[config.mk]
export PLATFORM = sky130hd
export DESIGN_NAME = uart_rx_fifo
export DESIGN_NICKNAME = d
export VERILOG_FILES = /design/src/rtl/uart_pkg.sv /design/src/rtl/uart_rx_buf.sv /design/src/rtl/uart_rx_fifo.sv
export SDC_FILE = /design/constraint.sdc
export NUM_CORES = 1
export LEC_CHECK = 0
export ABC_CLOCK_PERIOD_IN_PS = 5300
export BUFFER_PORTS_ARGS = -buffer_cell sky130_fd_sc_hd__buf_4
export CAP_MARGIN = 10
export CORE_UTILIZATION = 30
export CTS_BUF_LIST = sky130_fd_sc_hd__clkbuf_4 sky130_fd_sc_hd__clkbuf_8
export CTS_CLUSTER_DIAMETER = 60
export DETAILED_ROUTE_END_ITERATION = 10
export GPL_ROUTABILITY_DRIVEN = 0
export PLACE_DENSITY = 0.48
export SYNTH_ARGS = -nofsm -noshare
export SYNTH_HDL_FRONTEND = slang
export SYNTH_HIERARCHICAL = 1
export SYNTH_SLANG_ARGS = --single-unit
[constraint.sdc]
create_clock -name CLK -period 5.3 [get_ports CLK]
set_input_delay 1.59 -clock CLK [delete_from_list [all_inputs] [get_ports CLK]]
set_output_delay 1.59 -clock CLK [all_outputs]
set_load 0.1 [all_outputs]
[src/rtl/uart_pkg.sv]
// Shared UART types and constants: receiver FSM states, oversampling points, byte width.
// The PARITY state exists only when UART_RX_PARITY_EN is defined.
package uart_pkg;

  localparam int DATA_W  = 8;
  localparam int OS_RATE = 16;
  localparam int OS_MID  = 7;

  typedef enum logic [2:0] {
    IDLE   = 3'd0,
    START  = 3'd1,
    DATA   = 3'd2,
`ifdef UART_RX_PARITY_EN
    PARITY = 3'd3,
`endif
    STOP   = 3'd4
  } rx_state_t;

  function automatic logic even_par(input logic [DATA_W-1:0] d);
    return ^d;
  endfunction

endpackage

[src/rtl/uart_rx_buf.sv]
// Synchronous FIFO with a registered head byte; simultaneous push and pop are both honoured,
// including a push into a full FIFO that is being popped in the same cycle.
module uart_rx_buf #(
  parameter int DATA_W = 8,
  parameter int DEPTH  = 4
) (
  input  logic                    clk,
  input  logic                    rst_n,
  input  logic                    push,
  input  logic [DATA_W-1:0]       wdata,
  input  logic                    pop,
  output logic [DATA_W-1:0]       rdata,
  output logic [$clog2(DEPTH):0]  count,
  output logic                    full,
  output logic                    empty
);

  localparam int AW = $clog2(DEPTH);
  localparam int CW = AW + 1;

  logic [DATA_W-1:0] mem [DEPTH];
  logic [AW-1:0]     wr_ptr;
  logic [AW-1:0]     rd_ptr;
  logic [AW-1:0]     rd_nxt;
  logic              do_push;
  logic              do_pop;

  assign full    = (count == CW'(DEPTH));
  assign empty   = (count == '0);
  assign do_pop  = pop & ~empty;
  assign do_push = push & (~full | do_pop);
  assign rd_nxt  = rd_ptr + AW'(1);

  always_ff @(posedge clk) begin
    if (do_push) mem[wr_ptr] <= wdata;
  end

  always_ff @(posedge clk or negedge rst_n) begin
    if (!rst_n) begin
      wr_ptr <= '0;
      rd_ptr <= '0;
      count  <= '0;
      rdata  <= '0;
    end else begin
      if (do_push) wr_ptr <= wr_ptr + AW'(1);
      if (do_pop)  rd_ptr <= rd_nxt;
      case ({do_push, do_pop})
        2'b10:   count <= count + CW'(1);
        2'b01:   count <= count - CW'(1);
        default: count <= count;
      endcase
      // Head register follows the entry behind the popped one, or the incoming byte when that is the new head.
      if (do_pop) begin
        if (count > CW'(1))  rdata <= mem[rd_nxt];
        else if (do_push)    rdata <= wdata;
      end else if (do_push && empty) begin
        rdata <= wdata;
      end
    end
  end

endmodule

[src/rtl/uart_rx_fifo.sv]
// 16x-oversampling UART receiver (8N1, or 8E1 with UART_RX_PARITY_EN) feeding a small RX FIFO.
// Without UART_RX_PARITY_EN the PARITY state is absent and perr is tied low.
module uart_rx_fifo
  import uart_pkg::*;
#(
  parameter int CLK_DIV    = 27,
  parameter int FIFO_DEPTH = 4
) (
  input  logic                          CLK,
  input  logic                          RESETn,
  input  logic                          rx,
  output logic [DATA_W-1:0]             rdata,
  output logic                          rvalid,
  input  logic                          rready,
  output logic [$clog2(FIFO_DEPTH):0]   fifo_cnt,
  output logic                          ferr,
  output logic                          perr,
  output logic                          overrun,
  input  logic                          clr_ovr
);

  localparam int         TW        = $clog2(CLK_DIV);
  localparam logic [3:0] OS_MID_C  = OS_MID[3:0];
  localparam logic [3:0] OS_LAST_C = 4'(OS_RATE - 1);

  rx_state_t         state, state_nxt;
  logic              rx_meta, rx_s, rx_prev;
  logic [1:0]        sync_ok;
  logic              start_edge;
  logic [TW-1:0]     tick_cnt;
  logic              tick;
  logic [3:0]        os_cnt;
  logic [2:0]        bit_idx;
  logic [DATA_W-1:0] shreg;
  logic              os_clr, bit_clr, tick_clr, shift_en, stop_smp;
  logic              par_bad;
  logic              frame_ok, full, empty;

  // Input synchronizer; rx_prev only records samples taken after the flops hold real rx data,
  // so a line held low from reset never produces a start edge.
  always_ff @(posedge CLK or negedge RESETn) begin
    if (!RESETn) begin
      rx_meta <= 1'b1;
      rx_s    <= 1'b1;
      sync_ok <= '0;
      rx_prev <= 1'b0;
    end else begin
      rx_meta <= rx;
      rx_s    <= rx_meta;
      sync_ok <= {sync_ok[0], 1'b1};
      rx_prev <= rx_s & sync_ok[1];
    end
  end

  assign start_edge = rx_prev & ~rx_s;
  assign tick       = (tick_cnt == TW'(CLK_DIV - 1));

  always_ff @(posedge CLK or negedge RESETn) begin
    if (!RESETn)             tick_cnt <= '0;
    else if (tick_clr || tick) tick_cnt <= '0;
    else                     tick_cnt <= tick_cnt + TW'(1);
  end

  always_ff @(posedge CLK or negedge RESETn) begin
    if (!RESETn) state <= IDLE;
    else         state <= state_nxt;
  end

`ifdef UART_RX_PARITY_EN
  logic par_smp;
`endif

  always_comb begin
    state_nxt = state;
    os_clr    = 1'b0;
    bit_clr   = 1'b0;
    tick_clr  = 1'b0;
    shift_en  = 1'b0;
    stop_smp  = 1'b0;
`ifdef UART_RX_PARITY_EN
    par_smp   = 1'b0;
`endif
    case (state)
      IDLE: if (start_edge) begin
        state_nxt = START;
        os_clr    = 1'b1;
        tick_clr  = 1'b1;
      end
      START: if (tick && os_cnt == OS_MID_C) begin
        if (rx_s) begin
          state_nxt = IDLE;
        end else begin
          state_nxt = DATA;
          os_clr    = 1'b1;
          bit_clr   = 1'b1;
        end
      end
      DATA: if (tick && os_cnt == OS_LAST_C) begin
        shift_en = 1'b1;
        if (bit_idx == 3'd7) begin
`ifdef UART_RX_PARITY_EN
          state_nxt = PARITY;
`else
          state_nxt = STOP;
`endif
        end
      end
`ifdef UART_RX_PARITY_EN
      PARITY: if (tick && os_cnt == OS_LAST_C) begin
        par_smp   = 1'b1;
        state_nxt = STOP;
      end
`endif
      STOP: if (tick && os_cnt == OS_LAST_C) begin
        stop_smp  = 1'b1;
        state_nxt = IDLE;
      end
      default: state_nxt = IDLE;
    endcase
  end

  always_ff @(posedge CLK or negedge RESETn) begin
    if (!RESETn) begin
      os_cnt  <= '0;
      bit_idx <= '0;
    end else begin
      if (os_clr)    os_cnt <= '0;
      else if (tick) os_cnt <= os_cnt + 4'd1;
      if (bit_clr)       bit_idx <= '0;
      else if (shift_en) bit_idx <= bit_idx + 3'd1;
    end
  end

  // LSB arrives first: each new bit enters at the MSB and the byte shifts right.
  always_ff @(posedge CLK) begin
    if (shift_en) shreg <= {rx_s, shreg[DATA_W-1:1]};
  end

`ifdef UART_RX_PARITY_EN
  always_ff @(posedge CLK or negedge RESETn) begin
    if (!RESETn)      par_bad <= 1'b0;
    else if (par_smp) par_bad <= rx_s ^ even_par(shreg);
  end

  always_ff @(posedge CLK or negedge RESETn) begin
    if (!RESETn) perr <= 1'b0;
    else         perr <= stop_smp & par_bad;
  end
`else
  assign par_bad = 1'b0;
  assign perr    = 1'b0;
`endif

  assign frame_ok = stop_smp & rx_s & ~par_bad;

  // Overrun set has priority over the clear request.
  always_ff @(posedge CLK or negedge RESETn) begin
    if (!RESETn) begin
      ferr    <= 1'b0;
      overrun <= 1'b0;
    end else begin
      ferr <= stop_smp & ~rx_s;
      if (frame_ok && full && !(rready && rvalid)) overrun <= 1'b1;
      else if (clr_ovr)                              overrun <= 1'b0;
    end
  end

  uart_rx_buf #(
    .DATA_W (DATA_W),
    .DEPTH  (FIFO_DEPTH)
  ) u_buf (
    .clk   (CLK),
    .rst_n (RESETn),
    .push  (frame_ok),
    .wdata (shreg),
    .pop   (rready),
    .rdata (rdata),
    .count (fifo_cnt),
    .full  (full),
    .empty (empty)
  );

  assign rvalid = ~empty;

endmodule

==> results.md <==
* Status: finished clean
* Max Cap Viol at 0
* CP Max Fanout at 5
* CTS root buffer: clkbuf_8
* Core box area at 0.0109 mm2
* Dpl cell area at between 0.003 and 0.004 mm2
* DP HPWL at approximately 3700 um
* Clk Latency, worst-skew pair at 0.35 ns
* Fmax at 310 MHz
* Syn avg cell area at 15.3 um2
* First-pass GRT wire length at a little over 9000 um
* Clock power frac at roughly a fifth
* Die W at between 100 and 150 um
* Port Buffer Count at 18
* Combinational group share of total power at 38.3%
* Post-cts resize count at 0
* Final period utilization at 60.9%
* Psw at 0.804 mW
* Internal at 1.12 mW
* Hold buffers post-CTS at 0
* Top cells by area, synth: edfxtp_1, dfrtp_1, mux4_1, ha_1, mux2_1
* Ys async rst share at about half
* Clock transition at path regs at 0.08 ns
* Number of synthesized flops with an enable pin at 40
* # DRC at 0
* P&R area growth vs syn at 12.9%
* Reg2Reg Depth at 10
* Final ANT Viol Nets at 0
* DIE AREA at around 0.012 mm2
* Critical path endpoint category: primary output
* Startpoint Class: flip-flop
* Fin nets at around 270
* Fin crit period at about 3.2 ns
* Reg2reg start: tick_cnt[0]$_DFF_PN0_
* Setup TNS at 0 ns
* Hold endpoint: sync_ok[1]$_DFF_PN0_
* Mapped Cells at 223
* Power Density at ~500 mW/mm2
* Final Hold Vio Count at 0
* Gr ovfl total at 0
* TritonCTS Buffers at 9
* Setup Crit Path Kind: reg -> out
* Worst vdd ir at between 0.3 and 0.4 mV
* Routed WL per cell at ~15 um
* Worst R2R End: u_buf/count[2]$_DFFE_PN0P_
* Row count at 38
* Post-Syn Area at about 0.0034 mm2
* Sequential power share at 41.9%
* Tot Pwr at a little under 2 mW
* Slew headroom at about 62%
* Vias in the first global route at 1,773
* Most used DFF post-synth: edfxtp_1
* IO Pins at 20
* Initial antenna violation count at 0
* Critical path arrival at about 1.6 ns
* Leak at 1.51 nW
* Initial drt markers at 44
* Post-Syn Nets at ~240
* CTS tree: yes
* Synth Register Bits at 77
* Ys Warns at 6
* H-tree depth at 3
* Least-Margin Pin Slew at 0.564 ns
* Vias at 1,811
* Sequential fraction of the synthesis area at a little over three fifths
* Design Area, Final at 0.00384 mm2
* HP Start: sync_ok[0]$_DFF_PN0_
* Most frequent cells after synthesis: edfxtp_1, dfrtp_1, ha_1
* Count of cell types in the netlist at 53
* Synth top area share at 35.3%
* CP Data Required Time at 3.71 ns
* Initial Utilization at 31.1%
* DRT Pass-1 Iters at 4
* Min Hold Slack at between 0.3 and 0.4 ns
* Clk_skew at 0.00922 ns
* Largest net degree at the start of global routing at 38
* Top-count cell post-synth: edfxtp_1
* Vias per inst at 4.63
* Final setup viols at 0
* Post-CTS setup buffer count at 0
* Layout cells sized above 1 at a little over a fifth
* RSZ-0062 raised after global routing: false
* Routed WL at 5750 um
* Final Max Tran Viols at 0
* Gr usage total at between 10% and 20%
* Yosys top cell by area: edfxtp_1
* Sink Count at 77
* Die Y at 108 um
* Depth of the worst hold-timing path at 0
* CTS Buffer Depth at 2
* Diode count at 0
* Hold Path Class: reg -> reg
* Worst reg-to-reg setup slack at 2.48 ns
* Net Sw Frac at 41.7%
==> cell families after synthesis <==
family | synth area share, %
compound gates | 5.41
xor+xnor | 2.58
fa+ha+maj | 5.15
buf+inv | 2.58
flops | 62.6
mux | 12.1
other cells | 0.221
simple gates | 9.38
==> final cells by class <==
type	count	area [um2]
clock buffers	9	124
clock inverters	7	42.5
fillers	1089	7100
inverters	11	41.3
multi-input cells	128	1180
flip-flops and latches	77	2130
well taps	140	175
repair buffers	19	143
==> power by group through the flow <==
stage | sequential [mW] | clock (mW) | combinational, mW
after floorplan | 1.09 | 0 | 0.330
after global placement | 0.824 | 0 | 0.739
after detailed placement | 0.825 | 0 | 0.745
after CTS | 0.813 | 0.398 | 0.746
after global routing | 0.826 | 0.425 | 0.785
final | 0.807 | 0.380 | 0.738
==> cell usage in the layout (no fill, tap or decap), drive strengths merged, types with 2 or more instances in the layout <==
cell    instances
a21oi           3
nand2           8
nor4b           2
or3             2
nand3           6
nor2            8
conb            2
and2            7
xnor2           6
mux2i           2
mux4            8
mux2           16
nor3            6
buf            19
a31o            2
o21ai           6
dfstp           2
and3            4
edfxtp         40
ha             14
nor4            2
xor2            4
clkbuf          9
clkinv          6
dfrtp          35
a211o           2
inv            11
==> per-layer routing <==
layer | vias up | track usage [%] | wire, um | part of all wire [%]
met5 | - | 0 | 0 | 0
met4 | 0 | 3.47 | 68 | 1.2
met3 | 8 | 5.06 | 235 | 4.1
met2 | 29 | 18.5 | 2910 | 51
met1 | 898 | 12.5 | 2530 | 44
li1 | 876 | - | - | -
==> how the worst max path moves through the flow <==
stage / start / end / slack [ns]
3_5_place_dp: u_buf/count[0]$_DFFE_PN0P_ / rvalid / 2.44
4_1_cts: u_buf/count[0]$_DFFE_PN0P_ / rvalid / 2.03
2_1_floorplan: u_buf/count[0]$_DFFE_PN0P_ / rvalid / 1.50
6_report: u_buf/count[0]$_DFFE_PN0P_ / rvalid / 2.07
3_3_place_gp: tick_cnt[0]$_DFF_PN0_ / u_buf/count[2]$_DFFE_PN0P_ / 2.44
5_1_grt: u_buf/count[0]$_DFFE_PN0P_ / rvalid / 1.91
==> critical path: stages (launching register included) <==
cell	delay, ns
dfrtp_1	0.43
inv_1	0.10
ha_1	0.23
nor2b_4	0.15
inv_1	0.08
buf_4	0.29
==> stage by stage <==
step / cells / util, % / setup WS [ns]
after CTS: 391 / 35.1 / 2.03
after floorplan: 223 / - / 1.50
after global routing: 391 / 35.1 / 1.91
after detailed placement: 375 / 33.6 / 2.44
after global placement: 375 / 33.6 / 2.44
final: 391 / 35.1 / 2.07
==> state kept, by name, indices dropped and copies added (netlist names) <==
name,cells
os_cnt,4
u_buf/count,3
rx_prev,1
sync_ok,2
rx_meta,1
state,3
shreg,8
u_buf/rd_ptr,2
u_buf/wr_ptr,2
bit_idx,3
ferr,1
tick_cnt,5
rx_s,1
overrun,1
u_buf/mem,32
u_buf/rdata,8
Power figures use the tool's default switching activity.
